$ cat src/rtl/uart_wb_loader.sv
// uart_wb_loader: Wishbone initiator that drains the Amber UART RX FIFO and
// writes the received bytes to memory as little-endian 32-bit words.
// Build option: define AMBER_LOADER_ECHO_EN to echo every received byte back
// through the UART TX FIFO before it is committed.
//
// state    | meaning
// ---------+--------------------------------------------------------------
// IDLE     | waiting for i_start; count==0 start pulses o_done directly
// POLL_FR  | reading the UART flag register until RX FIFO is non-empty
// READ_DR  | popping one byte from the UART data register
// ECHO_FR  | (echo build) reading the flag register until TX FIFO has room
// ECHO_WR  | (echo build) pushing the last received byte into the TX FIFO
// MEM_WR   | writing the assembled word to the current memory address
// DONE     | one-cycle completion pulse
// ERROR    | bus error seen; cycle dropped, back to IDLE next clock

module uart_wb_loader #(
  parameter logic [31:0] UART_BASE = 32'h1600_0000,
  parameter logic [15:0] DR_OFFSET = 16'h0000,
  parameter logic [15:0] FR_OFFSET = 16'h0018
) (
  input  logic        i_clk,
  input  logic        i_rst,
  input  logic        i_start,
  input  logic [31:0] i_load_adr,
  input  logic [15:0] i_word_count,
  output logic        o_busy,
  output logic        o_done,
  output logic        o_error,
  output logic [15:0] o_words_loaded,
  output logic [31:0] o_wb_adr,
  output logic [3:0]  o_wb_sel,
  output logic        o_wb_we,
  output logic [31:0] o_wb_dat,
  input  logic [31:0] i_wb_dat,
  output logic        o_wb_cyc,
  output logic        o_wb_stb,
  input  logic        i_wb_ack,
  input  logic        i_wb_err
);

  localparam logic [31:0] DR_ADR = UART_BASE + {16'h0000, DR_OFFSET};
  localparam logic [31:0] FR_ADR = UART_BASE + {16'h0000, FR_OFFSET};

  typedef enum logic [2:0] {
    S_IDLE    = 3'd0,
    S_POLL_FR = 3'd1,
    S_READ_DR = 3'd2,
    S_MEM_WR  = 3'd3,
    S_DONE    = 3'd4,
`ifdef AMBER_LOADER_ECHO_EN
    S_ECHO_FR = 3'd6,
    S_ECHO_WR = 3'd7,
`endif
    S_ERROR   = 3'd5
  } state_t;

  state_t      state, state_nxt;
  logic [29:0] word_adr;
  logic [15:0] word_count;
  logic [1:0]  byte_idx;
  logic [31:0] word_buf;
  logic        zero_done;
  logic        xfer_ok;
  logic        last_word;
`ifdef AMBER_LOADER_ECHO_EN
  logic [7:0]  last_byte;
`endif

  // Bits of the inputs the loader never looks at.
  logic unused_bits;
  assign unused_bits = ^{i_wb_dat[31:8], i_load_adr[1:0]};

  // Error takes priority over a simultaneous acknowledge.
  assign xfer_ok   = i_wb_ack && !i_wb_err;
  assign last_word = (o_words_loaded + 16'd1) == word_count;

  // State register.
  always_ff @(posedge i_clk) begin
    if (i_rst) state <= S_IDLE;
    else       state <= state_nxt;
  end

  // Next-state decode; a bus error in any bus state aborts the load.
  always_comb begin
    state_nxt = state;
    if (o_wb_cyc && i_wb_err) begin
      state_nxt = S_ERROR;
    end else begin
      case (state)
        S_IDLE:    if (i_start && (i_word_count != 16'd0)) state_nxt = S_POLL_FR;
        S_POLL_FR: if (xfer_ok) state_nxt = i_wb_dat[4] ? S_POLL_FR : S_READ_DR;
`ifdef AMBER_LOADER_ECHO_EN
        S_READ_DR: if (xfer_ok) state_nxt = S_ECHO_FR;
        S_ECHO_FR: if (xfer_ok) state_nxt = i_wb_dat[5] ? S_ECHO_FR : S_ECHO_WR;
        // byte_idx has already advanced, so 0 here means the word is full.
        S_ECHO_WR: if (xfer_ok) state_nxt = (byte_idx == 2'd0) ? S_MEM_WR : S_POLL_FR;
`else
        S_READ_DR: if (xfer_ok) state_nxt = (byte_idx == 2'd3) ? S_MEM_WR : S_POLL_FR;
`endif
        S_MEM_WR:  if (xfer_ok) state_nxt = last_word ? S_DONE : S_POLL_FR;
        S_DONE:    state_nxt = S_IDLE;
        S_ERROR:   state_nxt = S_IDLE;
        default:   state_nxt = S_IDLE;
      endcase
    end
  end

  // Bus and status outputs decoded from the current state.
  always_comb begin
    o_wb_cyc = 1'b0;
    o_wb_we  = 1'b0;
    o_wb_adr = 32'h0;
    o_wb_dat = 32'h0;
    case (state)
      S_POLL_FR: begin
        o_wb_cyc = 1'b1;
        o_wb_adr = FR_ADR;
      end
      S_READ_DR: begin
        o_wb_cyc = 1'b1;
        o_wb_adr = DR_ADR;
      end
`ifdef AMBER_LOADER_ECHO_EN
      S_ECHO_FR: begin
        o_wb_cyc = 1'b1;
        o_wb_adr = FR_ADR;
      end
      S_ECHO_WR: begin
        o_wb_cyc = 1'b1;
        o_wb_we  = 1'b1;
        o_wb_adr = DR_ADR;
        o_wb_dat = {24'h0, last_byte};
      end
`endif
      S_MEM_WR: begin
        o_wb_cyc = 1'b1;
        o_wb_we  = 1'b1;
        o_wb_adr = {word_adr, 2'b00};
        o_wb_dat = word_buf;
      end
      default: ;
    endcase
  end

  assign o_wb_stb = o_wb_cyc;
  assign o_wb_sel = o_wb_cyc ? 4'hf : 4'h0;
  assign o_busy   = (state != S_IDLE) && (state != S_DONE) && (state != S_ERROR);
  assign o_done   = (state == S_DONE) || zero_done;

  // Datapath: latch the job, assemble bytes, advance address and counters.
  always_ff @(posedge i_clk) begin
    if (i_rst) begin
      word_adr       <= 30'h0;
      word_count     <= 16'h0;
      byte_idx       <= 2'd0;
      word_buf       <= 32'h0;
      zero_done      <= 1'b0;
      o_error        <= 1'b0;
      o_words_loaded <= 16'h0;
`ifdef AMBER_LOADER_ECHO_EN
      last_byte      <= 8'h0;
`endif
    end else begin
      zero_done <= 1'b0;
      case (state)
        S_IDLE: begin
          if (i_start) begin
            o_error <= 1'b0;
            if (i_word_count == 16'd0) begin
              zero_done <= 1'b1;
            end else begin
              word_adr       <= i_load_adr[31:2];
              word_count     <= i_word_count;
              byte_idx       <= 2'd0;
              word_buf       <= 32'h0;
              o_words_loaded <= 16'h0;
            end
          end
        end
        S_READ_DR: begin
          if (xfer_ok) begin
            word_buf[8*byte_idx +: 8] <= i_wb_dat[7:0];
            byte_idx                  <= byte_idx + 2'd1;
`ifdef AMBER_LOADER_ECHO_EN
            last_byte                 <= i_wb_dat[7:0];
`endif
          end
        end
        S_MEM_WR: begin
          if (xfer_ok) begin
            word_adr       <= word_adr + 30'd1;
            o_words_loaded <= o_words_loaded + 16'd1;
            byte_idx       <= 2'd0;
          end
        end
        default: ;
      endcase
      if (o_wb_cyc && i_wb_err) o_error <= 1'b1;
    end
  end

endmodule
$ cat config.mk
export PLATFORM = sky130hd
export DESIGN_NAME = uart_wb_loader
export DESIGN_NICKNAME = d
export VERILOG_FILES = /design/src/rtl/uart_wb_loader.sv
export SDC_FILE = /design/constraint.sdc
export NUM_CORES = 1
export LEC_CHECK = 0
export CORE_ASPECT_RATIO = 1.4
export CORE_MARGIN = 1
export CORE_UTILIZATION = 48
export CTS_BUF_LIST = sky130_fd_sc_hd__clkbuf_8 sky130_fd_sc_hd__clkbuf_16
export CTS_CLUSTER_DIAMETER = 40
export DETAILED_ROUTE_END_ITERATION = 10
export PLACE_DENSITY = 0.92
export SETUP_SLACK_MARGIN = 0.5
export SLEW_MARGIN = 30
export SYNTH_ARGS = -nofsm -noshare
export SYNTH_HDL_FRONTEND = slang
export SYNTH_SLANG_ARGS = --single-unit
$ cat constraint.sdc
create_clock -name i_clk -period 2.56 [get_ports i_clk]
set_input_delay 0.512 -clock i_clk [delete_from_list [all_inputs] [get_ports i_clk]]
set_output_delay 0.512 -clock i_clk [all_outputs]
set_load 0.02 [all_outputs]
* After elaboration in Yosys (flattened, before gate mapping)
Cells that the tools add are included.
Cells by class: add/subtract/negate cells 4, equality and inequality tests 18, shift-type cells 2, muxes and demuxes 36, bitwise logic cells 3, reductions and logical operators 26
Operators with widths (number):
- 32-bit two-way mux | 4
- 32-bit case mux with 3 select lines | 1
- 30-bit two-way mux | 3
- 32-bit case mux with 2 select lines | 1
- 30-bit case mux with 2 select lines | 1
- 16-bit two-way mux | 3
- 5-bit negator with 34-bit output | 1
- 8-bit by 34-bit variable shift with 32-bit output (first input constant) | 1
- 8-bit by 34-bit indexed part select with 32-bit output | 1
- 32-bit bitwise mux | 1
- 16-bit case mux with 2 select lines | 1
- 30-bit by 1-bit adder with 30-bit output (second input constant) | 1
- 3-bit two-way mux | 6
- 3-bit inequality test (second input constant) | 6
- 16-bit by 1-bit adder with 16-bit output (second input constant) | 1
- 16-bit equality test | 1
- 16-bit zero test | 1
- 4-bit AND reduction | 4
- 16-bit nonzero test | 1
- 2-bit two-way mux | 6
- 2-bit inequality test (second input constant) | 6
- 3-bit case mux with 4 select lines | 1
- 2-bit nonzero test | 4
- 3-bit by 2-bit equality test with 1-bit output (second input constant) | 2
- other kinds (18) | 31
Storage, ports and cells: bits in registers 101, input bits 85, output and inout port bits 90, logic and storage cells 98

* Depth between registers and ports, before layout
depth in word-level cells 6, mapped depth 10, gate-level depth less buffers 7

* Worst setup path after synthesis
Ideal clock, no wire load.
path kind register -> register, start register o_words_loaded[6], end register state[0], setup time 0.125 ns, data arrival time 2.318 ns, required time 2.435 ns, path slack 0.117 ns, stages on the path, launching flop included 8, path buffers 1, clock period less this slack 2.443 ns, cells stage by stage dfxtp_1 > buf_4 > nand4_1 > nor4_1 > nand3_1 > xnor2_1 > a311o_1 > o41a_1
On the way: cells in the longest elaborated chain, start to end 6
Ends and longest elaborated chain:
- start, declared | line 30 | output logic [15:0] o_words_loaded,
- start signal, assigned | line 193 | o_words_loaded <= o_words_loaded + 16'd1;
- 16-bit by 1-bit adder with 16-bit output | line 76 | assign last_word = (o_words_loaded + 16'd1) == word_count;
- 16-bit equality test | line 76
- 3-bit two-way mux (2 in a row) | line 101 | S_MEM_WR: if (xfer_ok) state_nxt = last_word ? S_DONE : S_POLL_FR;
- 3-bit case mux with 4 select lines | line 90 | case (state)
- 3-bit two-way mux | line 87 | if (o_wb_cyc && i_wb_err) begin
- end signal, assigned | line 81 | else state <= state_nxt;
- end, declared | line 58 | state_t state, state_nxt;
Every way passes these cells. The select of a mux whose other input is x is not followed. A chain may end at the register's enable or synchronous reset.

* Worst setup path after layout
start register o_words_loaded[0], end register state[0]
Same word-level chain as after synthesis.

==> results_dict.tcl <==
set metrics [dict create \
    setup_viol 0 \
    die_h_um 133 \
    worstHoldPathType "in2reg" \
    async_flop_share_pct 0 \
    drt-total-wl_um 22300 \
    ys_seq_elements 101 \
    finalMaxSlewViolations 0 \
    seq_power_share_pct 42.3 \
    io_buffers 146 \
    pwr-share-comb_pct 25.5 \
    yosysWarnings 0 \
    wl_met2_um 10900 \
    nets 1098 \
    synthesis.area_um2 5910 \
    synth-edff-count 0 \
    fin_area_um2 8600 \
    top_layer "met4" \
    hpwl_um 12700 \
    r2r_start "o_words_loaded[0]" \
    cp-start-kind "register" \
    cts.sink_count 101 \
    fin_worst_skew_ns 0.00906 \
    clk_latency_ns 0.35 \
    antenna_cells 0 \
    via_per_inst 6.29 \
    clk_pin_slew_ns 0.07 \
    clkPwrFrac_pct 32.2 \
    fin_setup_tns_ns 0 \
    yosysMostFrequentCell "nand2_1" \
    area_delta_synth_final_pct 45.4 \
    netlist.area_leader.share_pct 34.2 \
    finalHoldViolations 0 \
    synth_area_leader_cell "dfxtp_1" \
    maxSlewHeadroom_pct 49.9 \
    fin_crit_ns 2.35 \
    wl_met1_um 7940 \
    worst_pin_slew_ns 0.752 \
    ys.flop_type "dfxtp_1" \
    post_drt_wl_per_cell_um 19.3 \
    vias 7284 \
    cts_root_buf "clkbuf_16" \
    synth_cell_types 64 \
    path_max_fanout 5 \
    drc 0 \
    first_global_vias 6715 \
    core_um2 11900 \
    first_pass_iters 8 \
    cts.path.max_buffers 2 \
    start_util_pct 49.5 \
    final.period_utilization_pct 92.0 \
    max_cap_violations 0 \
    required_ns 2.79 \
    leakagePower_nw 3.55 \
    syn_avg_cell_area_um2 7.25 \
    regToRegSetupSlack_ns 0.21 \
    syn_inst 816 \
    cts_tree "yes" \
    hold_end "word_count[1]" \
    num_rows 47 \
    grt_pass1_wl_um 31900 \
    internal_power_mw 2.84 \
    drtIter0Drc 1046 \
    timing.rr.end "state[0]" \
    p_per_area_nw_per_um2 484 \
    pin_count 175 \
    dpl_cell_area_um2 7720 \
    antenna_left 0 \
    h-tree-depth 3 \
    drive_gt1_share_pct 26.5 \
    synth_common_cells "127 x nand2_1, 101 x dfxtp_1, 94 x a21oi_1" \
    p_sw_share_pct 31.7 \
    track_usage_pct 31.5 \
    ys_seq_area_share_pct 34.2 \
    numCtsBuffers 9 \
    synth_area_leaders "dfxtp_1 34%, nand2_1 8.1%, a21oi_1 8.0%" \
    antenna_found_initial 0 \
    critPathCaptureType "register" \
    crit_type "reg2reg" \
    p_sw_mw 1.32 \
    ir_drop_mv 0.374 \
    whs_ns 0.450 \
    grt_max_degree 46 \
    reg2reg_depth 7 \
    outcome "completed" \
    rsz0062_at_grt "yes" \
    crit_arrival_ns 2.59 \
    max_freq_mhz 425 \
    wl_met3_um 1960 \
    place_congestion 0.888 \
    whs_path_depth 3 \
    grt-ovfl-total 0 \
    hp-start "i_word_count[1]" \
    die_area_um2 12800 \
    fp.dieW_um 95.8 \
]
==> critical path, stage by stage, from the launching register on <==
cell	delay (ns)
dfxtp_4	0.36
ha_4	0.16
nand4_1	0.17
or4_4	0.58
xnor2_2	0.16
nor3_2	0.13
nand4_1	0.25
o41a_1	0.43
==> placed cells by master, fill, tap and decap left out, types with 10 or more instances in the layout <==
cell type / instances
nand4_1: 13
xnor2_1: 13
dlygate4sd2_1: 13
a21oi_1: 88
xor2_1: 12
dfxtp_2: 14
a31oi_1: 11
buf_6: 13
nor3_1: 13
clkdlybuf4s50_1: 52
clkbuf_2: 15
clkbuf_16: 10
nand2_1: 123
buf_4: 71
inv_1: 18
buf_2: 50
and2_1: 56
o21ai_0: 43
nand3_1: 47
dfxtp_1: 81
nor2_1: 54
==> per-layer routing <==
layer	vias to the layer above	GRT usage [%]
met5	-	0
met4	0	16.7
met3	161	6.91
met2	516	53.7
met1	3351	36.0
li1	3256	-
==> per-stage QoR <==
stage	utilization, %	worst slack [ns]	power, mW	instances
floorplan	-	0.468	2.27	817
finish	72.0	0.206	4.16	1158
detailed placement	64.7	-0.162	2.64	1091
CTS	69.5	0.309	4.04	1141
global route	72.0	0.142	4.29	1158
global placement	64.6	-0.232	2.61	1091
==> power by group through the flow <==
stage | logic, mW | registers, mW | clock network (mW)
2_1_floorplan | 0.522 | 1.75 | 0
3_3_place_gp | 0.838 | 1.78 | 0
3_5_place_dp | 0.860 | 1.78 | 0
4_1_cts | 0.961 | 1.74 | 1.33
5_1_grt | 1.13 | 1.77 | 1.40
6_report | 1.06 | 1.76 | 1.34
==> state kept, by name (all words and copies together) (netlist names) <==
register        count
word_adr           30
word_count         16
o_words_loaded     16
state               3
word_buf           32
zero_done           1
o_error             1
byte_idx            2
==> cell families after synthesis <==
kind of cell | Yosys count | synth area share [%]
flip-flops | 101 | 34.2
adder cells (fa/ha/maj) | 7 | 1.48
XOR/XNOR | 26 | 3.85
AND/OR/NAND/NOR | 378 | 31.9
multiplexers | 5 | 0.846
buffers and inverters | 82 | 5.88
other | 1 | 0.0634
AO/OA/AOI/OAI | 216 | 21.8
==> repair_timing <==
action                     CTS  global route
cloned                       4             1
pin swaps                   16            24
hold buffers                 0             0
gates resized for setup    301            91
setup buffers               30            16
setup endpoints to repair  171           130
==> layout make-up <==
class | count | area (um^2)
Sequential cell | 101 | 2060
Multi-Input combinational cell | 634 | 3920
Tap cell | 147 | 184
Clock inverter | 5 | 32.5
Timing Repair Buffer | 240 | 2080
Clock buffer | 11 | 253
Fill cell | 824 | 3340
Inverter | 20 | 75.1
==> worst max path at each step <==
stage	startpoint	to	slack [ns]
CTS	state[0]	o_done	0.31
global route	o_words_loaded[0]	state[2]	0.14
global placement	i_start	word_adr[12]	-0.23
finish	o_words_loaded[0]	state[0]	0.21
detailed placement	i_word_count[0]	word_adr[21]	-0.16
floorplan	o_words_loaded[6]	state[0]	0.47
Power figures use the tool's default switching activity.
